## config.mk

```make
export PLATFORM = sky130hd
export DESIGN_NAME = accum_sequencer
export DESIGN_NICKNAME = d
export VERILOG_FILES = /design/src/rtl/accum_sequencer.sv
export SDC_FILE = /design/constraint.sdc
export NUM_CORES = 1
export LEC_CHECK = 0
export BUFFER_PORTS_ARGS = -buffer_cell sky130_fd_sc_hd__buf_2
export CAP_MARGIN = 40
export CORE_UTILIZATION = 35
export CTS_BUF_LIST = sky130_fd_sc_hd__clkbuf_8
export DETAILED_ROUTE_END_ITERATION = 10
export PLACE_DENSITY = 0.66
export REMOVE_ABC_BUFFERS = 1
export SLEW_MARGIN = 20
export SYNTH_ARGS = -nofsm -noshare
export SYNTH_HDL_FRONTEND = slang
export SYNTH_SLANG_ARGS = --single-unit
```

## constraint.sdc

```tcl
create_clock -name clk -period 3.1 [get_ports clk]
set_input_delay 0.31 -clock clk [delete_from_list [all_inputs] [get_ports clk]]
set_output_delay 0.31 -clock clk [all_outputs]
set_load 0.02 [all_outputs]
```

## src/rtl/accum_sequencer.sv

```systemverilog
// Control stage for the 16-bit accumulator datapath.
// It sequences CLEAR and then terms 1..n so the datapath sum becomes n(n+1)/2.
//
// Ports:
//   clk        rising-edge clock, shared with the datapath
//   rst        synchronous, active-high reset
//   start      request a new run; only sampled in IDLE and HOLD
//   n_in       operand n, latched when start is accepted
//   n_out      term driven to the datapath N input
//   select     datapath mux select (0 = constant 0, 1 = n_out)
//   alu_opcode datapath ALU opcode
//   eo         datapath triangle_control enable
//   busy       high in CLEAR and ACCUM
//   done       high in HOLD, when the result is valid
//   ovf        latched when n exceeds the largest n whose sum fits in WIDTH bits
module accum_sequencer #(
  parameter int          WIDTH      = 16,
  parameter logic [2:0]  OP_ADD     = 3'b000,
  parameter logic [2:0]  OP_PASS_A  = 3'b111,
  parameter int          MAX_SAFE_N = 361
) (
  input  logic             clk,
  input  logic             rst,
  input  logic             start,
  input  logic [WIDTH-1:0] n_in,
  output logic [WIDTH-1:0] n_out,
  output logic             select,
  output logic [2:0]       alu_opcode,
  output logic             eo,
  output logic             busy,
  output logic             done,
  output logic             ovf
);

  localparam logic [1:0] IDLE  = 2'd0;
  localparam logic [1:0] CLEAR = 2'd1;
  localparam logic [1:0] ACCUM = 2'd2;
  localparam logic [1:0] HOLD  = 2'd3;

  localparam logic [WIDTH-1:0] SAFE_N = WIDTH'(MAX_SAFE_N);

  logic [1:0]       state;
  logic [1:0]       state_nxt;
  logic [WIDTH-1:0] k;
  logic [WIDTH-1:0] k_nxt;
  logic [WIDTH-1:0] n_lat;
  logic [WIDTH-1:0] n_lat_nxt;
  logic             ovf_nxt;

  logic [WIDTH-1:0] n_out_nxt;
  logic             select_nxt;
  logic [2:0]       opcode_nxt;
  logic             eo_nxt;
  logic             busy_nxt;
  logic             done_nxt;

  // Next-state and run bookkeeping.
  always_comb begin
    state_nxt = state;
    k_nxt     = k;
    n_lat_nxt = n_lat;
    ovf_nxt   = ovf;
    case (state)
      IDLE, HOLD: begin
        if (start) begin
          state_nxt = CLEAR;
          n_lat_nxt = n_in;
          ovf_nxt   = (n_in > SAFE_N);
          k_nxt     = '0;
        end
      end
      CLEAR: begin
        if (n_lat != '0) begin
          state_nxt = ACCUM;
          k_nxt     = {{(WIDTH-1){1'b0}}, 1'b1};
        end else begin
          state_nxt = HOLD;
        end
      end
      ACCUM: begin
        // k stops at n_lat, so it never wraps even for n_lat = 2^WIDTH-1.
        if (k == n_lat) begin
          state_nxt = HOLD;
        end else begin
          k_nxt = k + 1'b1;
        end
      end
      default: state_nxt = IDLE;
    endcase
  end

  // Outputs decoded from the next state so they move with the state.
  always_comb begin
    n_out_nxt  = '0;
    select_nxt = 1'b0;
    opcode_nxt = OP_ADD;
    eo_nxt     = 1'b0;
    busy_nxt   = 1'b0;
    done_nxt   = 1'b0;
    unique case (1'b1)
      (state_nxt == CLEAR): begin
        // Pass constant 0 through the ALU to wipe the unreset sum.
        opcode_nxt = OP_PASS_A;
        busy_nxt   = 1'b1;
      end
      (state_nxt == ACCUM): begin
        select_nxt = 1'b1;
        n_out_nxt  = k_nxt;
        busy_nxt   = 1'b1;
      end
      (state_nxt == HOLD): begin
        eo_nxt   = 1'b1;
        done_nxt = 1'b1;
      end
      default: ;
    endcase
  end

  always_ff @(posedge clk) begin
    if (rst) begin
      state      <= IDLE;
      k          <= '0;
      n_lat      <= '0;
      ovf        <= 1'b0;
      n_out      <= '0;
      select     <= 1'b0;
      alu_opcode <= OP_ADD;
      eo         <= 1'b0;
      busy       <= 1'b0;
      done       <= 1'b0;
    end else begin
      state      <= state_nxt;
      k          <= k_nxt;
      n_lat      <= n_lat_nxt;
      ovf        <= ovf_nxt;
      n_out      <= n_out_nxt;
      select     <= select_nxt;
      alu_opcode <= opcode_nxt;
      eo         <= eo_nxt;
      busy       <= busy_nxt;
      done       <= done_nxt;
    end
  end

endmodule

```

==> qor_table.md <==
| Group | Item | Reported |
| --- | --- | --- |
| worst setup path | Sort of element at the end of the critical path | register |
| flow run | Max-cap violation count | 0 |
| synthesis | Synthesized-area fraction occupied by xor and xnor cells | 0.0549 |
| synthesis | Avg Cell Area, Syn | 8.27 um^2 |
| synthesis | Commonest cells post-synth | sky130_fd_sc_hd__dfxtp_1 (55), sky130_fd_sc_hd__nand2_1 (51), sky130_fd_sc_hd__nor2_1 (36) |
| route | Post-route ant nets | 0 |
| final layout | ANT cells | 0 |
| worst setup path | Path type of the worst setup path | register to register |
| timing | Achievable frequency | 379 MHz |
| synthesis | Combinational family with the most area after synthesis | simple AND/OR/NAND/NOR gates |
| synthesis | Share of the synthesized area in the top cell type | 0.406 |
| worst setup path | Critical path peak fanout | 15 |
| clocking | Post-cts gate resize count | 0 |
| global route | Largest net degree at the start of global routing | 37 |
| die | I/O pins | 43 |
| synthesis | Warning count from the yosys run | 0 |
| timing | Hold slack final | 0.229 ns |
| clocking | Number of clock sinks | 55 |
| synthesis | Post-Synthesis Cell Area | 2710 um^2 |
| placement | HPWL after DPL | 4760 um |
| worst setup path | CP Data Required Time | 3.32 ns |
| worst setup path | Startpoint of the worst register-to-register path | state[0]$_SDFF_PP0_ |
| final layout | Post-layout nets | 381 |
| synthesis | Largest cells by area after synthesis | sky130_fd_sc_hd__dfxtp_1 (41%), sky130_fd_sc_hd__nand2_1 (7.1%), sky130_fd_sc_hd__xor2_1 (5.2%), sky130_fd_sc_hd__nor2_1 (5.0%), sky130_fd_sc_hd__a21oi_1 (4.1%) |
| die | Height of the chip | 90.1 um |
| synthesis | Count of flip-flops with a built-in enable after synthesis | 0 |
| route | Mean routed wirelength per cell | 14.2 um |
| global route | Overall Global Routing Usage | 0.166 |
| worst hold path | Min-Delay Path Class | input port to register |
| timing | Final worst path period share | 0.852 |
| pwr | Static Leak | 0.00134 uW |
| die | Standard-cell row count | 31 |
| timing | Setup repair after global routing missed its margin | false |
| synthesis | Most frequently used flop master after synthesis | sky130_fd_sc_hd__dfxtp_1 |
| synthesis | Simple-gate share of the synthesized area | 0.285 |
| worst setup path | Element type at the critical path start | register |
| clocking | TritonCTS clock tree | yes |
| route | DR iter-0 viols | 156 |
| timing | Transition time at the pin with the least slew margin | 0.631 ns |
| global route | Antenna violations before repair | 0 |
| placement | Routability cong. | 0.869 |
| clocking | CTS clk-pin slew, worst paths | 0.09 ns |
| clocking | Number of setup buffers added after CTS | 0 |
| timing | Final hold violation count | 0 |
| clocking | H-tree depth | 2 |
| die | Core outline area | 7370 um^2 |
| route | Number of vias per cell after detailed routing | 5.27 |
| placement | Worst slack after detailed placement | 0.523 ns |
| timing | Worst Slack Setup Final | 0.459 ns |
| timing | Normalized max-slew margin | 0.579 |
| route | Count of TritonRoute iterations in the first routing pass | 4 |
| worst setup path | Data arrival, critical path | 2.86 ns |
| synthesis | Cell count after synthesis | 328 |
| global route | Number of global-route vias before repair | 2336 |
| worst setup path | First element of the critical path | state[0]$_SDFF_PP0_ |
| synthesis | Most common cell in the netlist | sky130_fd_sc_hd__dfxtp_1 |
| clocking | CTS Hold Buffers Added | 0 |
| clocking | TritonCTS buffer count | 5 |
| synthesis | Compound-cell area share of the yosys netlist | 0.152 |
| worst setup path | Slowest cell on the critical path | sky130_fd_sc_hd__ha_1 |
| global route | First-pass GRT wire length | 10900 um |
| final layout | Fraction of layout cells with a size suffix above 1 | 0.183 |
| final layout | Area growth from synthesis to final layout | 11.9% |
| global route | Residual overflow from global routing | 0 |
| timing | Number of pins with negative max-slew slack in the final report | 0 |
| clocking | Clk_lat worst skew | 0.31 ns |
| worst setup path | Cell-by-cell listing of the critical path | inv_1, ha_1, nor2b_1, a21oi_1, o22ai_1, ha_1, nand2b_1, inv_1, nand2_1, nor4_1 |
| placement | Number of instances in the placed design | 448 |
| clocking | Maximum number of buffers from clock root to sink | 2 |
| timing | Minimum period implied by the final worst setup slack | 2.64 ns |
| pwr | Worst vdd rail ir drop | 317 uV |
| route | Final wirelength | 6450 um |
| synthesis | Synthesized-area fraction occupied by adder cells | 0.0277 |
| final layout | Final std cell area, no fill | 3040 um^2 |
| worst setup path | Slowest stage delay, CP | 0.52 ns |
| synthesis | Post-synthesis mux area share | 0.0152 |
| final layout | Non-Filler Instances | 455 |
| timing | Final clock skew | 0.0100 ns |
| placement | Area after detailed placement | 2950 um^2 |
| worst hold path | Critical hold path startpoint | n_in[0] |
| timing | Aggregate negative setup slack | 0 ns |
| synthesis | Sequential share of the synthesized area | 0.406 |
| synthesis | Yosys reg bits | 55 |
| die | Die ar. | 8110 um^2 |
| synthesis | Number of distinct standard cells referenced by the synthesized netlist | 52 |
| synthesis | Share of synthesized flip-flops with an asynchronous set or reset | 0 |
| placement | Number of buffers added on ports | 42 |
| synthesis | Cell taking the most area after synthesis | sky130_fd_sc_hd__dfxtp_1 |
| run status | Result of the run | finished clean |
| die | Die Span X | 90.1 um |
| route | DRC violation count after routing | 0 |
| route | Overall via count from detail_route | 2397 |
| clocking | Root buffer cell | sky130_fd_sc_hd__clkbuf_8 |
| die | Initial core utilization | 0.368 |
| timing | Count of final setup violators | 0 |
| pwr | Power per Cell Area | 735 nW/um^2 |
## through the flow
stage	utilization	total power, uW
after floorplan	-	1530
after global placement	0.400	1830
after detailed placement	0.400	1840
after CTS	0.412	2240
after global routing	0.412	2390
final	0.412	2230
## cells by family (layout without fill, tap and decap cells)
logic type	after synthesis	in the layout
flip-flops	55	55
adder cells (fa/ha/maj)	6	6
AND/OR/NAND/NOR	151	151
AO/OA/AOI/OAI	62	62
buffers and inverters	34	62
XOR/XNOR	17	17
multiplexers	3	3
## per-layer routing
metal / vias to the layer above / GRT usage / part of all wire
li1: 1198 / - / -
met1: 1129 / 0.218 / 0.48
met2: 63 / 0.274 / 0.47
met3: 7 / 0.0296 / 0.038
met4: 0 / 0.0578 / 0.014
met5: - / 0 / 0
## registers in the layout (all words and copies together), names as in the netlist
register / count
k: 16
busy: 1
done: 1
state: 2
n_out: 16
select: 1
alu_opcode: 1
ovf: 1
n_lat: 16
## placed cells by master, fill, tap and decap left out, types with 7 or more instances in the layout
cell type                 count
sky130_fd_sc_hd__nor4_1       9
sky130_fd_sc_hd__xor2_1      16
sky130_fd_sc_hd__inv_1        9
sky130_fd_sc_hd__nand2_1     51
sky130_fd_sc_hd__a31oi_1      7
sky130_fd_sc_hd__o21ai_0      7
sky130_fd_sc_hd__buf_2       42
sky130_fd_sc_hd__nor2b_1      8
sky130_fd_sc_hd__nor2_1      36
sky130_fd_sc_hd__a21oi_1     22
sky130_fd_sc_hd__dfxtp_1     55
## power breakdown
group	switching [uW]	internal [uW]	total [uW]
combinational	634	340	973
sequential	68.6	795	864
clock	219	176	395
total	922	1310	2230
## worst paths after layout
kind	endpoint	slack [ns]	cells after the start
hold / removal	n_lat[0]$_SDFFE_PP0P_	0.23	3
setup reg to reg	n_out[14]$_SDFF_PP0_	0.46	10
hold reg to reg	n_lat[1]$_SDFFE_PP0P_	0.49	2
setup / recovery	n_out[14]$_SDFF_PP0_	0.46	10
## critical path, delay by kind of cell, from the launching register on
| kind | cells | cell delay, ns |
|---|---|---|
| AND/OR/NAND/NOR | 4 | 0.94 |
| adder cells (fa/ha/maj) | 2 | 0.73 |
| flip-flops | 1 | 0.36 |
| AO/OA/AOI/OAI | 2 | 0.34 |
| buffers and inverters | 2 | 0.17 |
## final cells by class
type / count / area (um^2)
Clock buffer: 6 / 82.6
Clock inverter: 1 / 5.00
Fill cell: 767 / 4330
Inverter: 9 / 33.8
Multi-Input combinational cell: 239 / 1450
Sequential cell: 55 / 1100
Tap cell: 99 / 124
Timing Repair Buffer: 46 / 240
No activity file was read; power rests on OpenSTA's default activity.
